===== config.mk =====
export PLATFORM = sky130hd
export DESIGN_NAME = rv_g_wb_arbiter
export DESIGN_NICKNAME = d
export VERILOG_FILES = /design/src/rtl/rv_g_wb_arbiter.sv
export SDC_FILE = /design/constraint.sdc
export NUM_CORES = 1
export LEC_CHECK = 0
export ABC_AREA = 1
export BUFFER_PORTS_ARGS = -buffer_cell sky130_fd_sc_hd__buf_4
export CAP_MARGIN = 40
export CORE_AREA = 2 2 215 238
export DETAILED_ROUTE_END_ITERATION = 8
export DIE_AREA = 0 0 217 240
export PLACE_DENSITY = 0.75
export RECOVER_POWER = 100
export SETUP_SLACK_MARGIN = 0.15
export SYNTH_ARGS = -nofsm -noshare
export SYNTH_HDL_FRONTEND = slang
export SYNTH_SLANG_ARGS = --single-unit

===== constraint.sdc =====
create_clock -name clk_i -period 5.7 [get_ports clk_i]
set_clock_uncertainty 0.2 [all_clocks]
set_input_delay 0.285 -clock clk_i [delete_from_list [all_inputs] [get_ports clk_i]]
set_output_delay 0.285 -clock clk_i [all_outputs]
set_load 0.01 [all_outputs]

===== src/rtl/rv_g_wb_arbiter.sv =====
// ---------------------------------------------------------------------------
// rv_g_wb_arbiter
//
// Writeback arbiter between the execution units and the unified integer/FP
// register file. Every execution unit pushes results into its own small
// in-order FIFO. Each cycle at most one FIFO head is chosen round-robin and
// registered onto the register file's single write-and-unlock port.
//
// Ports
//   clk_i        : clock
//   arst_ni      : asynchronous reset, active-low
//   src_valid_i  : [NUM_SRC]            result valid per source
//   src_ready_o  : [NUM_SRC]            source FIFO not full
//   src_addr_i   : [NUM_SRC][5:0]       destination (bit 5 set = FP register)
//   src_data_i   : [NUM_SRC][MaxLen-1:0] result data
//   wr_en_o      : register file write-and-unlock enable (registered)
//   wr_addr_o    : register file write address (registered)
//   wr_data_o    : register file write data (registered)
//   busy_o       : any FIFO holds a result or a write is being presented
//
// All wr_* outputs come straight from flops, and src_ready_o depends only on
// FIFO occupancy flops, so no src_* input reaches any output combinationally.
// ---------------------------------------------------------------------------
module rv_g_wb_arbiter #(
  parameter int  NUM_SRC    = 4,
  parameter int  XLEN       = 64,
  parameter int  FLEN       = 32,
  parameter int  FIFO_DEPTH = 2,
  localparam int MaxLen     = (FLEN > XLEN) ? FLEN : XLEN
) (
  input  logic                             clk_i,
  input  logic                             arst_ni,
  input  logic [NUM_SRC-1:0]               src_valid_i,
  output logic [NUM_SRC-1:0]               src_ready_o,
  input  logic [NUM_SRC-1:0][5:0]          src_addr_i,
  input  logic [NUM_SRC-1:0][MaxLen-1:0]   src_data_i,
  output logic                             wr_en_o,
  output logic [5:0]                       wr_addr_o,
  output logic [MaxLen-1:0]                wr_data_o,
  output logic                             busy_o
);

  localparam int IDX_W = $clog2(NUM_SRC);
  localparam int PTR_W = $clog2(FIFO_DEPTH);
  localparam int CNT_W = PTR_W + 1;

  // Masks keep only the architectural width of the destination register file.
  // When a width equals MaxLen the shift is zero and the mask is all ones.
  localparam logic [MaxLen-1:0] FpMask  = {MaxLen{1'b1}} >> (MaxLen - FLEN);
  localparam logic [MaxLen-1:0] IntMask = {MaxLen{1'b1}} >> (MaxLen - XLEN);

  // -------------------------------------------------------------------------
  // Arbitration state and shared per-source views
  // -------------------------------------------------------------------------
  logic [IDX_W-1:0]  rr_ptr_reg;
  logic [IDX_W-1:0]  grant_idx;
  logic              grant_valid;

  logic [NUM_SRC-1:0] fifo_full;
  logic [NUM_SRC-1:0] fifo_empty;
  logic [5:0]         head_addr [NUM_SRC];
  logic [MaxLen-1:0]  head_data [NUM_SRC];

  // -------------------------------------------------------------------------
  // Per-source FIFOs
  // -------------------------------------------------------------------------
  genvar gi;
  generate
    for (gi = 0; gi < NUM_SRC; gi++) begin : g_fifo
      logic [5:0]        addr_mem [FIFO_DEPTH];
      logic [MaxLen-1:0] data_mem [FIFO_DEPTH];
      logic [PTR_W-1:0]  wr_ptr_reg;
      logic [PTR_W-1:0]  rd_ptr_reg;
      logic [CNT_W-1:0]  count_reg;
      logic              push;
      logic              pop;
      logic [MaxLen-1:0] in_data;

      assign fifo_full[gi]  = (count_reg == CNT_W'(FIFO_DEPTH));
      assign fifo_empty[gi] = (count_reg == '0);

      // Ready comes from the full flag alone, so a full FIFO cannot refill in
      // the cycle it drains; the slot reopens the cycle after the dequeue.
      assign push = src_valid_i[gi] & ~fifo_full[gi];
      assign pop  = grant_valid & (grant_idx == IDX_W'(gi));

      assign in_data = src_addr_i[gi][5] ? (src_data_i[gi] & FpMask)
                                         : (src_data_i[gi] & IntMask);

      always_ff @(posedge clk_i or negedge arst_ni) begin
        if (!arst_ni) begin
          wr_ptr_reg <= '0;
          rd_ptr_reg <= '0;
          count_reg  <= '0;
        end else begin
          // FIFO_DEPTH is a power of two, so pointers wrap by overflow.
          if (push) wr_ptr_reg <= wr_ptr_reg + PTR_W'(1);
          if (pop)  rd_ptr_reg <= rd_ptr_reg + PTR_W'(1);
          count_reg <= count_reg + CNT_W'(push) - CNT_W'(pop);
        end
      end

      // Storage needs no reset: the occupancy count decides what is valid.
      always_ff @(posedge clk_i) begin
        if (push) begin
          addr_mem[wr_ptr_reg] <= src_addr_i[gi];
          data_mem[wr_ptr_reg] <= in_data;
        end
      end

      // Head is read asynchronously so a freshly written entry can win in the
      // very next cycle (single-cycle accept-to-write latency).
      assign head_addr[gi] = addr_mem[rd_ptr_reg];
      assign head_data[gi] = data_mem[rd_ptr_reg];

      assign src_ready_o[gi] = ~fifo_full[gi];
    end
  endgenerate

  // -------------------------------------------------------------------------
  // Round-robin pick: first non-empty FIFO after the last winner
  // -------------------------------------------------------------------------
  always_comb begin
    logic [IDX_W:0] cand;
    grant_valid = 1'b0;
    grant_idx   = rr_ptr_reg;
    cand        = '0;
    for (int i = 1; i <= NUM_SRC; i++) begin
      // rr_ptr + i < 2*NUM_SRC, so one conditional subtract is a full modulo.
      cand = {1'b0, rr_ptr_reg} + (IDX_W + 1)'(i);
      if (cand >= (IDX_W + 1)'(NUM_SRC)) begin
        cand = cand - (IDX_W + 1)'(NUM_SRC);
      end
      if (!grant_valid && !fifo_empty[cand[IDX_W-1:0]]) begin
        grant_valid = 1'b1;
        grant_idx   = cand[IDX_W-1:0];
      end
    end
  end

  always_ff @(posedge clk_i or negedge arst_ni) begin
    if (!arst_ni) begin
      // Parked on the last source so source 0 is first after reset.
      rr_ptr_reg <= IDX_W'(NUM_SRC - 1);
    end else if (grant_valid) begin
      rr_ptr_reg <= grant_idx;
    end
  end

  // -------------------------------------------------------------------------
  // Output register
  // -------------------------------------------------------------------------
  always_ff @(posedge clk_i or negedge arst_ni) begin
    if (!arst_ni) begin
      wr_en_o   <= 1'b0;
      wr_addr_o <= '0;
      wr_data_o <= '0;
    end else begin
      // A grant of x0 still uses the slot but never asserts the write.
      wr_en_o <= grant_valid && (head_addr[grant_idx] != 6'd0);
      if (grant_valid) begin
        wr_addr_o <= head_addr[grant_idx];
        wr_data_o <= head_data[grant_idx];
      end
    end
  end

  assign busy_o = (~&fifo_empty) | wr_en_o;

endmodule


==> summary.md, run 1 <==
| Metric | Value |
|---|---|
| Status | finished with violations |
| Failing checks | capacitance limit, slew limit |
| RSZ-0062 raised after global routing | false |
| Crit path max fanout | 33 |
| CTS tree | yes |
| Crit-path cells | nand2_1 -> nand2_1 -> nand3_1 -> nand2_1 -> nand3_1 -> o21ai_1 -> buf_4 -> nor3_1 -> ha_1 -> inv_1 -> ha_1 -> xnor2_1 |
| Post-synthesis sequential area ratio | 0.704 |
| Most frequent cells in the layout | 689 x nand2_1, 560 x edfxtp_1, 286 x dlygate4sd3_1 |
| Die Wd | 217 um |
| Worst-path clk slew | 70 ps |
| Post-synth top flop | edfxtp_1 |
| Setup TNS | 0 ps |
| Reg power frac | 0.380 |
| First-pass GRT wire length | 114,000 um |
| Routability congestion estimate | about 0.86 |
| Clk buf depth | 3 |
| Multiplexer share of the synthesized area | 0.0485 |
| Synth area leaders | edfxtp_1 62%, nand2_1 9.5%, dfrtp_1 8.0% |
| Crit start category | flop |
| HP Start | src_data_i[92] |
| Switching Fraction | 0.404 |
| Final hold slack | 209 ps |
| Final WL | 75,700 um |
| Compound-Gate Fraction of Synth Area | 0.0676 |
| Asr flop ratio synth | 0.137 |
| Crit. End Element | flop |
| Crit path required time | ~6000 ps |
| Power per Cell Area | roughly 580 nW/um2 |
| Top delay family on crit path | compound AO/OA/AOI/OAI gates |
| Biggest regs | g_fifo.data_mem x512, wr_data_o x64, g_fifo.addr_mem x48 |
| Crit. Startpoint | rr_ptr_reg[0] |
| Core area | just under 50,000 um2 |
| Hold Crit Class | primary input to flop |
| DP Wirelength | 45,200 um |
| EDFF count, synth | between 500 and 600 |
| GRT Total Usage | 0.290 |
| Least-Margin Pin Slew | 2930 ps |
| # H-tree levels | 2 |
| Register Area | 19,100 um2 |
| Internal power | ~12 mW |
| Largest net degree at the start of global routing | between 100 and 150 |
| First drt pass iteration count | 6 |
| Hold depth | 2 |
| Hold buffers post-CTS | 286 |
| Initial core utilization | 0.544 |
| Total Nets Final | between 3,000 and 4,000 |
| Post-CTS Setup Repair Bufs | 0 |
| Slew Viols, Final | around 560 |
| DR vias | between 15,000 and 20,000 |
| Synthesized Nets | about 2,500 |
| Final period util | 0.822 |
| Skew-Pair Late Insertion Delay | 620 ps |
| FP Rows | 86 |
| Total CTS buffers | 61 |
| Final hold viol count | 0 |
| Routed WL per cell | approximately 21 um |
| Clock sinks | roughly 650 |
| Initial drt markers | approximately 2,000 |
| R2r startpoint | rr_ptr_reg[0] |
| Largest family of logic cells by synthesized area | simple AND/OR/NAND/NOR gates |
| Synth Instances | 2,225 |
| Slowest-stage cell, CP | o21ai_1 |
| Fill cells | 3,416 |
| Commonest non-fill, non-tap cell in the layout | nand2_1 |
| R2R Setup Slk | 1010 ps |
| Post-Synth Adder-Cell Area | 0.00370 |
| Hold endpoint | g_fifo[1].data_mem[1][28] |
| Mapped Area | about 27,000 um2 |
| # IOs | 362 |
| Post-CTS sizing | 0 |
| Area delta synth->final | 27.1% |
| Area of the multi-input gates | roughly 6600 um2 |
| Max cap viols | 17 |
| CP most frequent cell | nand2_1 |
| CP max stage delay | roughly 1400 ps |
| Leakage | ~14 nW |
| Clock Power Share | 0.203 |
| Yosys reg bits | 649 |
| Synth Area in XOR/XNOR | 0.00388 |
| Largest register by flop count | g_fifo.data_mem |
| Max-slew headroom | -0.956 |
| Die area | 52,100 um2 |
| WP data arrival | 4990 ps |
| Post-route minimum period | 4690 ps |
| Buf/Inv on CP | 2 |
| Leading area contributor after synthesis | edfxtp_1 |
| Max FFs per register | 512 |
| PortBufs | 361 |
| Layout cell share with drive strength beyond 1 | 0.128 |
| FMAX | 0.213 GHz |
| Post-synth top area share | 0.622 |
| CP Class | flop to flop |
| Comb pwr share | 0.416 |
| R2R Path End | g_fifo[1].count_reg[1] |
| Grt ovf | 0 |
| Setup violations, final | 0 |
| Vert. Die Dim | 240 um |
| Peak VDD IR | 0.000644 V |
| Synth warn | 0 |
| Yosys cell types | 33 |
| Final ANT Viol Nets | 0 |
| CTS root buf | clkbuf_16 |
| Synth Area in Simple Gates | 0.128 |
| Switching pwr | 8.00 mW |
| Via-to-Cell Ratio | 5.48 |
| Pwr Total | around 20 mW |
| Vias in the first global route | 20,123 |
| Synth Area per Inst | approximately 12 um2 |
| Initial antenna violation count | 6 |
| Residual DRC | 0 |
| R2R depth | 12 |
-- Yosys cell counts (4+ instances only) --
master	instances
inv_1	147
dfrtp_1	87
nand3_1	34
clkbuf_1	80
xor2_1	4
ha_1	8
nand2_2	7
buf_2	10
o21ai_0	61
o211ai_2	64
edfxtp_1	560
buf_6	18
nor2_1	147
mux2i_1	131
buf_4	8
nand2_1	687
a21oi_1	6
xnor2_1	8
o21ai_1	136
-- metrics by stage --
step	instances	cell area, um2	setup WS (ps)	util
after floorplan	2225	27100	1390	-
after global placement	3146	30200	1950	0.608
after detailed placement	3157	30500	2010	0.613
after CTS	3557	35300	1960	0.710
after global routing	3562	34400	832	0.691
final	3568	34400	1010	0.692
-- kinds of logic (layout without fill, tap and decap cells) --
family / after synthesis / count (layout)
buffers and inverters: 270 / 942
AOI/OAI and AO/OA: 269 / 269
and+or+nand+nor: 886 / 886
xor gates and xnor gates: 12 / 12
other: 0 / 11
DFF: 649 / 649
adders and majority gates: 8 / 8
muxes: 131 / 131
-- how the worst max path moves through the flow --
stage | endpoint | slack (ps) | cells past startpoint
2_1_floorplan | g_fifo[2].addr_mem[1][0] | 1390 | 3
3_3_place_gp | g_fifo[1].count_reg[1] | 1950 | 12
3_5_place_dp | wr_data_o[20] | 2010 | 11
4_1_cts | wr_en_o | 1960 | 13
5_1_grt | g_fifo[3].addr_mem[0][4] | 830 | 5
6_report | g_fifo[1].count_reg[1] | 1010 | 12
-- per-layer routing --
layer	global-route usage	wire length (um)
met1	0.360	27900
met2	0.494	38200
met3	0.0473	5970
met4	0.150	3710
met5	0	11
-- power groups by stage --
stage	clock network (mW)	logic [mW]	registers (mW)
CTS	4.05	8.82	7.47
floorplan	0	6.37	7.33
detailed placement	0	8.61	7.56
global placement	0	7.91	7.62
finish	4.02	8.24	7.53
global route	4.25	9.00	7.64
-- layout make-up --
cell class / count / area share
multi-input cells: 1306 / 0.191
repair buffers: 677 / 0.156
well taps: 660 / 0.0240
clock buffers: 81 / 0.0484
clock inverters: 33 / 0.00913
inverters: 151 / 0.0167
flip-flops and latches: 649 / 0.554
diodes: 11 / 0.000800
(Power assumes the default switching activity.)
==> run 2, diff against run 1 <==
--- a/config.mk
+++ b/config.mk
@@ -8,10 +8,10 @@
 export ABC_AREA = 1
 export BUFFER_PORTS_ARGS = -buffer_cell sky130_fd_sc_hd__buf_4
 export CAP_MARGIN = 40
-export CORE_AREA = 2 2 215 238
+export CORE_AREA = 2 2 221 245
 export DETAILED_ROUTE_END_ITERATION = 8
-export DIE_AREA = 0 0 217 240
-export PLACE_DENSITY = 0.75
+export DIE_AREA = 0 0 223 247
+export PLACE_DENSITY = 0.74
 export RECOVER_POWER = 100
 export SETUP_SLACK_MARGIN = 0.15
 export SYNTH_ARGS = -nofsm -noshare
==> constraint.sdc (replaced) <==
create_clock -name clk_i -period 4.1 [get_ports clk_i]
set_clock_uncertainty 0.2 [all_clocks]
set_input_delay 0.205 -clock clk_i [delete_from_list [all_inputs] [get_ports clk_i]]
set_output_delay 0.205 -clock clk_i [all_outputs]
set_load 0.01 [all_outputs]
==> run 2 against run 1 <==
- sequential power rose by 37%
- total power up 41%
- largest cell class unchanged
- the run still ends with capacitance limit, slew limit left
- critical path type unchanged
- count of clock-buffer cells in the layout increased by 17
- combinational power is 41% higher
- die area is 5.8% higher
- utilization shrank 3.3 points
- first-iteration DRC count down 5.4%
==> summary.md, run 2 (same netlist as run 1, synthesis figures left out) <==
| Metric | Value |
|---|---|
| Post-CTS Setup Repair Bufs | 0 |
| Crit path max fanout | 52 |
| Clock sinks | roughly 650 |
| CTS tree | yes |
| FP Rows | 89 |
| Dpl ws | 891 ps |
| PortBufs | 361 |
| Crit. End Element | flop |
| Max cap viols | 17 |
| Skew-Pair Late Insertion Delay | approximately 590 ps |
| Total CTS buffers | 66 |
| Fill cells | 3,788 |
| Most frequent cells in the layout | 688 x nand2_1, 560 x edfxtp_1, 290 x dlygate4sd3_1 |
| Total Nets Final | 3,151 |
| Initial drt markers | 1,933 |
| Top delay family on crit path | simple AND/OR/NAND/NOR gates |
| Vert. Die Dim | 247 um |
| Core area | 52,900 um2 |
| GRT Total Usage | 0.276 |
| Setup ws final | roughly 600 ps |
| Die area | 55,100 um2 |
| Crit path required time | just over 4000 ps |
| CP max stage delay | 1770 ps |
| Area after DPL | 30,500 um2 |
| WP data arrival | 3530 ps |
| Largest register by flop count | g_fifo.data_mem |
| DR vias | 19,642 |
| Buf/Inv on CP | 1 |
| Post-route cell area | 34,800 um2 |
| Area delta synth->final | 28.7% |
| Power per Cell Area | 800 nW/um2 |
| Grt ovf | 0 |
| Biggest regs | g_fifo.data_mem x512, wr_data_o x64, g_fifo.addr_mem x48 |
| First-pass GRT wire length | 114,000 um |
| FMAX | 0.286 GHz |
| CTS root buf | clkbuf_16 |
| Via-to-Cell Ratio | around 5.4 |
| Clk buf depth | 3 |
| Post-CTS sizing | 0 |
| Initial core utilization | 0.512 |
| Area of the multi-input gates | 6690 um2 |
| # H-tree levels | 3 |
| Slew Viols, Final | 570 |
| Largest net degree at the start of global routing | 111 |
| Vias in the first global route | 20,407 |
| Final period util | 0.853 |
| Routability congestion estimate | 0.849 |
| Max FFs per register | 512 |
| Least-Margin Pin Slew | 2680 ps |
| Final WL | 76,600 um |
| Layout cell share with drive strength beyond 1 | 0.141 |
| Post-route minimum period | 3500 ps |
| Final ANT Viol Nets | 0 |
| Worst-path clk slew | 70 ps |
| Leakage | 14.2 nW |
| Peak VDD IR | roughly 0.00085 V |
| Max-slew headroom | -0.787 |
| RSZ-0062 raised after global routing | false |
| Final hold viol count | 0 |
| CP Class | flop to flop |
| Register Area | 19,100 um2 |
| Die Wd | approximately 220 um |
| Slowest-stage cell, CP | nor2_1 |
| Commonest non-fill, non-tap cell in the layout | nand2_1 |
| Failing checks | capacitance limit, slew limit |
| DP Wirelength | 44,600 um |
| Initial antenna violation count | 10 |
| CP most frequent cell | nand2_1 |
| First drt pass iteration count | 5 |
| Hold Crit Class | primary input to flop |
| Residual DRC | 0 |
| Crit-path cells | nand2_1 -> nand2_1 -> nor2_1 -> buf_12 |
| Status | finished with violations |
| Crit start category | flop |
| Setup TNS | 0 ps |
| Setup violations, final | 0 |
| Routed WL per cell | 21.2 um |
| # IOs | 362 |
-- run 2: changes by cell type in the layout (fill, tap and decap cells not counted), moves of 5 or more --
cell / before / now
clkinv_1: 8 / 3
clkbuf_4: 86 / 98
o211ai_1: 46 / 31
o21ai_1: 124 / 108
o211ai_2: 18 / 33
o21ai_0: 73 / 88
diode_2: 11 / 19
clkbuf_16: 62 / 69
-- run 2: report_power, final --
group	total, mW	leakage [nW]	internal, mW	switching, mW
Clock	5.96	1.05	3.50	2.46
Sequential	10.3	6.28	9.41	0.888
Combinational	11.6	6.85	3.83	7.79
-- run 2: worst register-to-register path: stages (launching register included) --
cell and delay (ps):
dfrtp_1 400, nand2_1 140, nand2_1 130, nor2_1 1770, buf_12 380
-- run 2: final timing paths --
kind	startpoint	to	slack [ps]	cells past startpoint
min in group asynchronous	arst_ni	g_fifo[3].rd_ptr_reg	320	3
min reg2reg	wr_data_o[15]	wr_data_o[15]	300	2
max	g_fifo[2].count_reg[1]	g_fifo[2].addr_mem[1][4]	600	4
max reg2reg	g_fifo[2].count_reg[1]	g_fifo[2].addr_mem[1][4]	600	4
max in group asynchronous	arst_ni	wr_data_o[17]	920	3
min	src_data_i[85]	g_fifo[1].data_mem[1][21]	160	2
-- run 2: final cells by class --
class,instances,area share
well taps,682,0.0245
flip-flops and latches,649,0.547
multi-input cells,1306,0.192
inverters,151,0.0165
diodes,19,0.00137
clock buffers,98,0.0550
repair buffers,683,0.157
clock inverters,22,0.00629
-- run 2: timing repair --
item	4_1_cts	5_1_grt
endpoints found under the setup margin	0	0
hold endpoints to repair	653	0
hold buffers	290	0
-- run 2: per-stage QoR --
stage               utilization  hold WS (ps)  cells  total power [mW]
floorplan                     -          -291   2225              19.0
CTS                       0.671          30.3   3591              28.6
global route              0.658           156   3603              29.6
global placement          0.574           179   3177              21.8
finish                    0.658           159   3610              27.9
detailed placement        0.576           102   3181              22.4
-- run 2: routing by layer --
metal,vias to the layer above,GRT usage,part of all wire,wire length (um)
met2,982,0.481,0.51,39000
li1,8892,-,-,-
met5,-,0,0,0
met3,262,0.0452,0.070,5390
met1,9506,0.327,0.37,28100
met4,0,0.154,0.052,4010
